## src/rtl/rv_pkg.sv

```systemverilog
// Shared rv32i definitions: register address type, x0 constant, default XLEN,
// and address classification helpers used by the register file.
package rv_pkg;

    localparam int unsigned XLEN       = 32;
    localparam int unsigned REG_ADDR_W = 5;

    typedef logic [REG_ADDR_W-1:0] reg_addr_t;

    localparam reg_addr_t X0 = 5'd0;

    // Address maps to an implemented register (x0 included).
    function automatic logic addr_in_range(input reg_addr_t a, input int unsigned depth);
        return (32'(a) < depth);
    endfunction

    // Address maps to a writable, trackable register (implemented and not x0).
    function automatic logic addr_live(input reg_addr_t a, input int unsigned depth);
        return (32'(a) < depth) && (a != X0);
    endfunction

endpackage

```

## src/rtl/regfile_scoreboard.sv

```systemverilog
// Pending-write scoreboard for the register file.
// Holds one busy bit per architectural register, sets it on an accepted
// reservation, clears it on writeback or flush, and answers busy lookups.
//   clk, rst       : clock, async active-high reset
//   i_rs_raddr     : read-port addresses to look up
//   o_rs_busy      : per read port, addressed register has a pending write
//   i_rd_waddr/i_rd_wvalid : writeback ports (clear busy)
//   i_rsv_valid/i_rsv_addr : reservation request
//   o_rsv_ready    : reservation can be accepted this cycle
//   i_flush        : clear all busy bits
module regfile_scoreboard
    import rv_pkg::*;
#(
    parameter int unsigned DEPTH  = 32,
    parameter int unsigned NUM_RD = 2,
    parameter int unsigned NUM_WR = 1,
    parameter int unsigned BYPASS = 1
) (
    input  logic                                 clk,
    input  logic                                 rst,
    input  logic [NUM_RD-1:0][REG_ADDR_W-1:0]    i_rs_raddr,
    output logic [NUM_RD-1:0]                    o_rs_busy,
    input  logic [NUM_WR-1:0][REG_ADDR_W-1:0]    i_rd_waddr,
    input  logic [NUM_WR-1:0]                    i_rd_wvalid,
    input  logic                                 i_rsv_valid,
    input  logic [REG_ADDR_W-1:0]                i_rsv_addr,
    output logic                                 o_rsv_ready,
    input  logic                                 i_flush
);

    localparam int unsigned IDX_W = $clog2(DEPTH);

    logic [DEPTH-1:0] busy_q;
    logic [DEPTH-1:0] busy_d;

    // WAW stall: a register with a pending write cannot be reserved again.
    // Looks only at the stored bits so same-cycle writes do not affect it.
    always_comb begin
        o_rsv_ready = 1'b0;
        if (addr_in_range(i_rsv_addr, DEPTH)) begin
            o_rsv_ready = !busy_q[IDX_W'(i_rsv_addr)];
        end
    end

    // Next busy vector: flush beats write clears, an accepted set beats both.
    always_comb begin
        busy_d = busy_q;
        if (i_flush) begin
            busy_d = '0;
        end else begin
            for (int p = 0; p < int'(NUM_WR); p++) begin
                if (i_rd_wvalid[p] && addr_live(i_rd_waddr[p], DEPTH)) begin
                    busy_d[IDX_W'(i_rd_waddr[p])] = 1'b0;
                end
            end
        end
        // x0 reservations are accepted but never tracked.
        if (i_rsv_valid && o_rsv_ready && (i_rsv_addr != X0)) begin
            busy_d[IDX_W'(i_rsv_addr)] = 1'b1;
        end
    end

    always_ff @(posedge clk or posedge rst) begin
        if (rst) begin
            busy_q <= '0;
        end else begin
            busy_q <= busy_d;
        end
    end

    // Busy lookup; with bypass a same-cycle write shows the cleared value.
    always_comb begin
        o_rs_busy = '0;
        for (int r = 0; r < int'(NUM_RD); r++) begin
            if (addr_live(i_rs_raddr[r], DEPTH)) begin
                o_rs_busy[r] = busy_q[IDX_W'(i_rs_raddr[r])];
                if (BYPASS != 0) begin
                    for (int p = 0; p < int'(NUM_WR); p++) begin
                        if (i_rd_wvalid[p] && (i_rd_waddr[p] == i_rs_raddr[r])) begin
                            o_rs_busy[r] = 1'b0;
                        end
                    end
                end
            end
        end
    end

endmodule

```

## src/rtl/regfile_mp.sv

```systemverilog
// Multi-port integer register file for the rv32i core with hardwired x0,
// optional write-to-read bypass and a pending-write scoreboard.
//   clk, rst      : clock, async active-high reset
//   i_rs_raddr    : NUM_RD read addresses
//   o_rs_rdata    : NUM_RD combinational read data
//   o_rs_busy     : NUM_RD pending-write flags for the read addresses
//   i_rd_waddr/i_rd_wvalid/i_rd_wdata : NUM_WR writeback ports
//   i_rsv_valid/i_rsv_addr/o_rsv_ready : destination reservation handshake
//   i_flush       : clear all busy bits (contents untouched)
module regfile_mp
    import rv_pkg::*;
#(
    parameter int unsigned XLEN   = rv_pkg::XLEN,
    parameter int unsigned DEPTH  = 32,
    parameter int unsigned NUM_RD = 2,
    parameter int unsigned NUM_WR = 1,
    parameter int unsigned BYPASS = 1
) (
    input  logic                                 clk,
    input  logic                                 rst,
    input  logic [NUM_RD-1:0][REG_ADDR_W-1:0]    i_rs_raddr,
    output logic [NUM_RD-1:0][XLEN-1:0]          o_rs_rdata,
    output logic [NUM_RD-1:0]                    o_rs_busy,
    input  logic [NUM_WR-1:0][REG_ADDR_W-1:0]    i_rd_waddr,
    input  logic [NUM_WR-1:0]                    i_rd_wvalid,
    input  logic [NUM_WR-1:0][XLEN-1:0]          i_rd_wdata,
    input  logic                                 i_rsv_valid,
    input  logic [REG_ADDR_W-1:0]                i_rsv_addr,
    output logic                                 o_rsv_ready,
    input  logic                                 i_flush
);

    localparam int unsigned IDX_W = $clog2(DEPTH);

    logic [XLEN-1:0] regs_q [DEPTH];
    logic [XLEN-1:0] regs_d [DEPTH];

    // Write arbitration: ports applied in ascending order so the highest wins.
    always_comb begin
        regs_d = regs_q;
        for (int p = 0; p < int'(NUM_WR); p++) begin
            if (i_rd_wvalid[p] && addr_live(i_rd_waddr[p], DEPTH)) begin
                regs_d[IDX_W'(i_rd_waddr[p])] = i_rd_wdata[p];
            end
        end
    end

    always_ff @(posedge clk or posedge rst) begin
        if (rst) begin
            regs_q <= '{default: '0};
        end else begin
            regs_q <= regs_d;
        end
    end

    // Read muxes: x0 and unimplemented registers read zero.
    always_comb begin
        o_rs_rdata = '0;
        for (int r = 0; r < int'(NUM_RD); r++) begin
            if (addr_live(i_rs_raddr[r], DEPTH)) begin
                o_rs_rdata[r] = regs_q[IDX_W'(i_rs_raddr[r])];
                if (BYPASS != 0) begin
                    for (int p = 0; p < int'(NUM_WR); p++) begin
                        if (i_rd_wvalid[p] && (i_rd_waddr[p] == i_rs_raddr[r])) begin
                            o_rs_rdata[r] = i_rd_wdata[p];
                        end
                    end
                end
            end
        end
    end

    regfile_scoreboard #(
        .DEPTH  (DEPTH),
        .NUM_RD (NUM_RD),
        .NUM_WR (NUM_WR),
        .BYPASS (BYPASS)
    ) u_scoreboard (
        .clk         (clk),
        .rst         (rst),
        .i_rs_raddr  (i_rs_raddr),
        .o_rs_busy   (o_rs_busy),
        .i_rd_waddr  (i_rd_waddr),
        .i_rd_wvalid (i_rd_wvalid),
        .i_rsv_valid (i_rsv_valid),
        .i_rsv_addr  (i_rsv_addr),
        .o_rsv_ready (o_rsv_ready),
        .i_flush     (i_flush)
    );

endmodule

```

## config.mk

```make
export PLATFORM = sky130hd
export DESIGN_NAME = regfile_mp
export DESIGN_NICKNAME = d
export VERILOG_FILES = /design/src/rtl/rv_pkg.sv /design/src/rtl/regfile_scoreboard.sv /design/src/rtl/regfile_mp.sv
export SDC_FILE = /design/constraint.sdc
export NUM_CORES = 2
export LEC_CHECK = 0
export CAP_MARGIN = 5
export CORE_ASPECT_RATIO = 1.4
export CORE_MARGIN = 5
export CORE_UTILIZATION = 60
export DETAILED_ROUTE_END_ITERATION = 8
export MAX_ROUTING_LAYER = met4
export PLACE_DENSITY = 0.76
export SETUP_SLACK_MARGIN = 0.02
export SLEW_MARGIN = 30
export SYNTH_ARGS = -nofsm -noshare
export SYNTH_HDL_FRONTEND = slang
export SYNTH_HIERARCHICAL = 1
export SYNTH_SLANG_ARGS = --single-unit
```

## constraint.sdc

```tcl
create_clock -name clk -period 60.8 [get_ports clk]
set_input_delay 12.16 -clock clk [delete_from_list [all_inputs] [get_ports clk]]
set_output_delay 12.16 -clock clk [all_outputs]
set_load 0.01 [all_outputs]
```

After elaboration in Yosys (flattened, before gate mapping):

Cells that the tools add are included.
W data, S select, Z words.

* output and inout port bits: 67
* input port bits: 57
* flip-flop bits (word level): 1056

* order comparisons: 10
* mux-type cells: 30
* bitwise operators: 6
* reductions and logical operators: 13
* equal/unequal tests: 2

Operator list (number)
* $bwmux W1024: 1
* $mux W32: 12
* $bmux W32 S5: 2
* $demux W32 S5: 1
* $and A32 B32 Y32: 1
* $not A32 Y32: 1
* $or A32 B32 Y32: 1
* $lt A5 B6 Y1 const B: 4
* $reduce_bool A5 Y1: 4
* $ge A6 B6 Y1 const B: 3
* $not A5 Y6: 3
* $bmux W1 S5: 3
* $demux W1 S5: 2
* $eq A5 B5 Y1: 2
* $ge A5 B1 Y1 const B: 2
* $mux W1: 9
* $logic_and A1 B1 Y1: 8
* $lt A6 B1 Y1 const B: 1
* $logic_not A1 Y1: 1

Depth between registers and ports, before layout:

* word-level depth: 10
* mapped depth: 9
* gate-level depth less buffers: 5

Hierarchy:

Netlist, hierarchy kept.

By module, submodules not included
* regfile_mp: times used 1, area each 55130.4 µm², cells each 3810
* regfile_scoreboard: times used 1, area each 2716.4 µm², cells each 286

Worst setup path before layout:

Ideal clock, no wire load.

* path kind: in2out
* from: input port i_rs_raddr[0] (netlist bit)
* to: output port o_rs_rdata[11] (netlist bit)
* required time: 48640 ps
* data arrival time: 13758 ps
* path slack: 34882 ps
* stages: 7
* cells stage by stage: buf_2 -> buf_6 -> buf_2 -> mux4_2 -> mux2i_1 -> o21ai_0 -> a32o_1

RTL lines
* start: declaration: RTL line regfile_mp.sv:21 `input logic [NUM_RD-1:0][REG_ADDR_W-1:0] i_rs_raddr,`
* end: declaration: RTL line regfile_mp.sv:22 `output logic [NUM_RD-1:0][XLEN-1:0] o_rs_rdata,`

==> impl_metrics.ini <==
[floorplan]
pin_count = 124
core_area_sq_um = 95570
start_util = 0.6053
fp.dieH_microns = 377.4
core.rowCount = 134
die_w_microns = 272.4
die_area_sq_um = 102800

[clock_tree]
cts_resized = 0
clockBufferDepth = 3
cts_max_level = 3
clock-sinks = 1056
cts_root_buf = clkbuf_16
clkLatencyLatePin_ps = 700
cts_tree = yes
path_clk_slew_ps = 60
cts_hold_buf = 0
post_cts_buffers = 0
cts_buffers = 102

[critical_path]
cp.required_ps = 48640
crit_path_max_incr_delay_ps = 840
cpMostUsedCell = buf_6
critical-path-slowest-cell = buf_4
worstPathMaxFanout = 57
arrival_ps = 16870
cp-end-kind = output pin
path_cells = buf_8 > buf_6 > buf_4 > buf_6 > mux4_2 > mux2i_1 > o22ai_1 > nor3_1 > nor2_1 > clkdlybuf4s50_1
startpoint_type = input port
cp_top_family = buffers and inverters
path_buf_inv = 5
worstSetupPathType = input port to output pin

[sta]
hold_viol_final = 0
max-slew-margin-rel = 0.2493
rsz0062_at_grt = no
timing.final.crit_share = 0.4775
drv_slew = 0
finalClockSkew_ps = 9.074
setup_viol = 0
fmax_mhz = 34.44
fin_setup_tns_ps = 0
tightest_slew_ps = 1126
hold_slack_ps = 394.3
period_needed_ps = 29030
layout_setup_ws_ps = 31770

[pwr]
leakagePower_nw = 27.21
peakVddDrop_mv = 0.02294
power_density_nw_per_um2 = 32.31

[finish]
synthToLayoutAreaGrowth_pct = 9.059
drive_above_1_share = 0.4502
final_net_count = 4029
fillCellCount = 6789
utilization = 0.6601
layoutNonFillerInstCount = 5286

[synthesis]
ys_warn_count = 6
syn_inst = 4096
synth_seq_cells = 1056
netlist_area_sq_um = 57850
async_flop_share = 1.000
ys_types = 67
yosys_most_used_dff = dfrtp_1
synth-edff-count = 0
ys_seq_area_frac = 0.4568
synth.avg_cell_area_sq_um = 14.12
synth_nets = 4153

[run_status]
outcome = complete, no violations

[route]
firstDrtPassIters = 5
remaining_drc_errors = 0
drt_wl_total_microns = 182500
ant_nets = 0
vias = 39380
avgRoutedWirePerCell_microns = 34.53
vias_per_cell = 7.450
drt_iter0_drc = 4236

[min_path]
hold_path.class = flop to flop

[placed_design]
dpl.cell_count = 5091
pre_cts_ws_ps = 31270
routabilityCongestion = 0.8654
port-buffer-count = 123
dp_hpwl_microns = 100100

[global_route]
grt_usage = 0.3630
grt_antenna_before_repair = 6
grt_max_degree = 168
grt_first_pass_wirelength_microns = 269500
globalRouteOverflowTotal = 0
grt_pass1_vias = 40520

[run]
drv_cap = 0
[power by group]
part / total, W / switching (W) / leakage (nW) / internal, W
Clock: 0.000689 / 0.000287 / 1.78 / 0.000403
Sequential: 0.000931 / 0.0000982 / 13.6 / 0.000833
Combinational: 0.000418 / 0.000174 / 11.9 / 0.000244
[state kept, by name (all words and copies together), names as in the netlist]
register / cells
regs_q: 1024
u_scoreboard/busy_q: 32
[worst register-to-register path: stages (launching register included)]
cell     delay [ps]
dfrtp_1         410
mux4_2          510
a22oi_4         270
nand3_2         600
o21ai_2         340
[metal layers]
metal | track usage | vias to the layer above | share of wire
met5 | - | - | 0
met4 | 0.1951 | 0 | 0.065
met3 | 0.06601 | 662 | 0.089
met2 | 0.5719 | 2268 | 0.48
met1 | 0.4521 | 20930 | 0.36
li1 | - | 15520 | -
[path summary, 6_finish.rpt]
| path | to | cells past startpoint | slack [ps] | startpoint |
|---|---|---|---|---|
| worst min register to register | regs_q[998]$_DFFE_PP0P_ | 0 | 390 | regs_q[998]$_DFFE_PP0P_ |
| worst max register to register | u_scoreboard/busy_q[11]$_DFF_PP0_ | 4 | 58580 | u_scoreboard/busy_q[23]$_DFF_PP0_ |
| min in group asynchronous | regs_q[6]$_DFFE_PP0P_ | 2 | 11960 | rst |
| max in group asynchronous | regs_q[858]$_DFFE_PP0P_ | 5 | 45970 | rst |
| worst min-delay path | regs_q[998]$_DFFE_PP0P_ | 0 | 390 | regs_q[998]$_DFFE_PP0P_ |
| worst max-delay path | o_rs_rdata[63] | 10 | 31770 | i_rs_raddr[5] |
[synth_stat cells (all sizes together) (21+ instances only)]
library cell / number / area [sq um]
mux4: 418 / 9414
dfrtp: 1056 / 26430
nand2: 116 / 435.4
a31oi: 21 / 131.4
mux2i: 241 / 2412
mux2: 1062 / 11960
clkbuf: 218 / 818.3
a211oi: 33 / 247.7
nor2: 76 / 295.3
buf: 244 / 1448
a21oi: 29 / 145.1
nor2b: 26 / 162.7
a22oi: 69 / 536.8
o221ai: 46 / 402.9
nor3: 51 / 255.2
o22ai: 71 / 444.2
o21ai: 105 / 593.1
a32o: 33 / 330.3
nand3b: 26 / 195.2
[stage by stage]
step | power [W] | area (sq um)
final | 0.002038 | 63090
after global placement | 0.001332 | 59420
after floorplan | 0.001232 | 57850
after global routing | 0.002112 | 63080
after CTS | 0.002037 | 63060
after detailed placement | 0.001351 | 59440
[cells by family (layout without fill, tap and decap cells)]
kind of cell,Yosys count,count (layout),share of synthesized area
multiplexers,1721,1721,0.4112
flip-flops,1056,1056,0.4568
buffers and inverters,467,427,0.03950
AO/OA/AOI/OAI,450,450,0.05563
AND/OR/NAND/NOR,382,382,0.03385
XOR/XNOR,20,20,0.003028
other,0,6,0
[placed cells by master, fill, tap and decap left out, types with 14 or more instances in the layout]
master,instances
a31oi_1,21
o22ai_1,71
nor3_1,49
clkbuf_8,19
clkinv_2,26
o21ai_2,18
and3_1,19
nor2_4,19
mux2i_1,241
o21ai_0,66
clkdlybuf4s50_1,98
dfrtp_1,1056
nor2_1,56
o21ai_1,21
clkbuf_16,107
bufinv_16,14
a211oi_1,33
buf_2,17
buf_4,98
mux4_2,418
a21oi_1,29
o221ai_1,46
nor2b_1,23
mux2_2,1013
a32o_1,33
nand2_1,100
nor3b_1,16
mux2_1,49
nand3b_1,26
a22oi_1,67
nand2_2,16
[final cells by class]
cell class,instances,area [sq um],area share
multi-input cells,2573,29350,0.4652
clock buffers,136,2967,0.04702
diodes,6,15.01,0.0002380
well taps,1224,1531,0.02428
flip-flops and latches,1056,26430,0.4189
repair buffers,234,2111,0.03346
inverters,5,31.28,0.0004958
clock inverters,52,656.9,0.01041
Note: power is estimated with default switching activity, not from simulation.
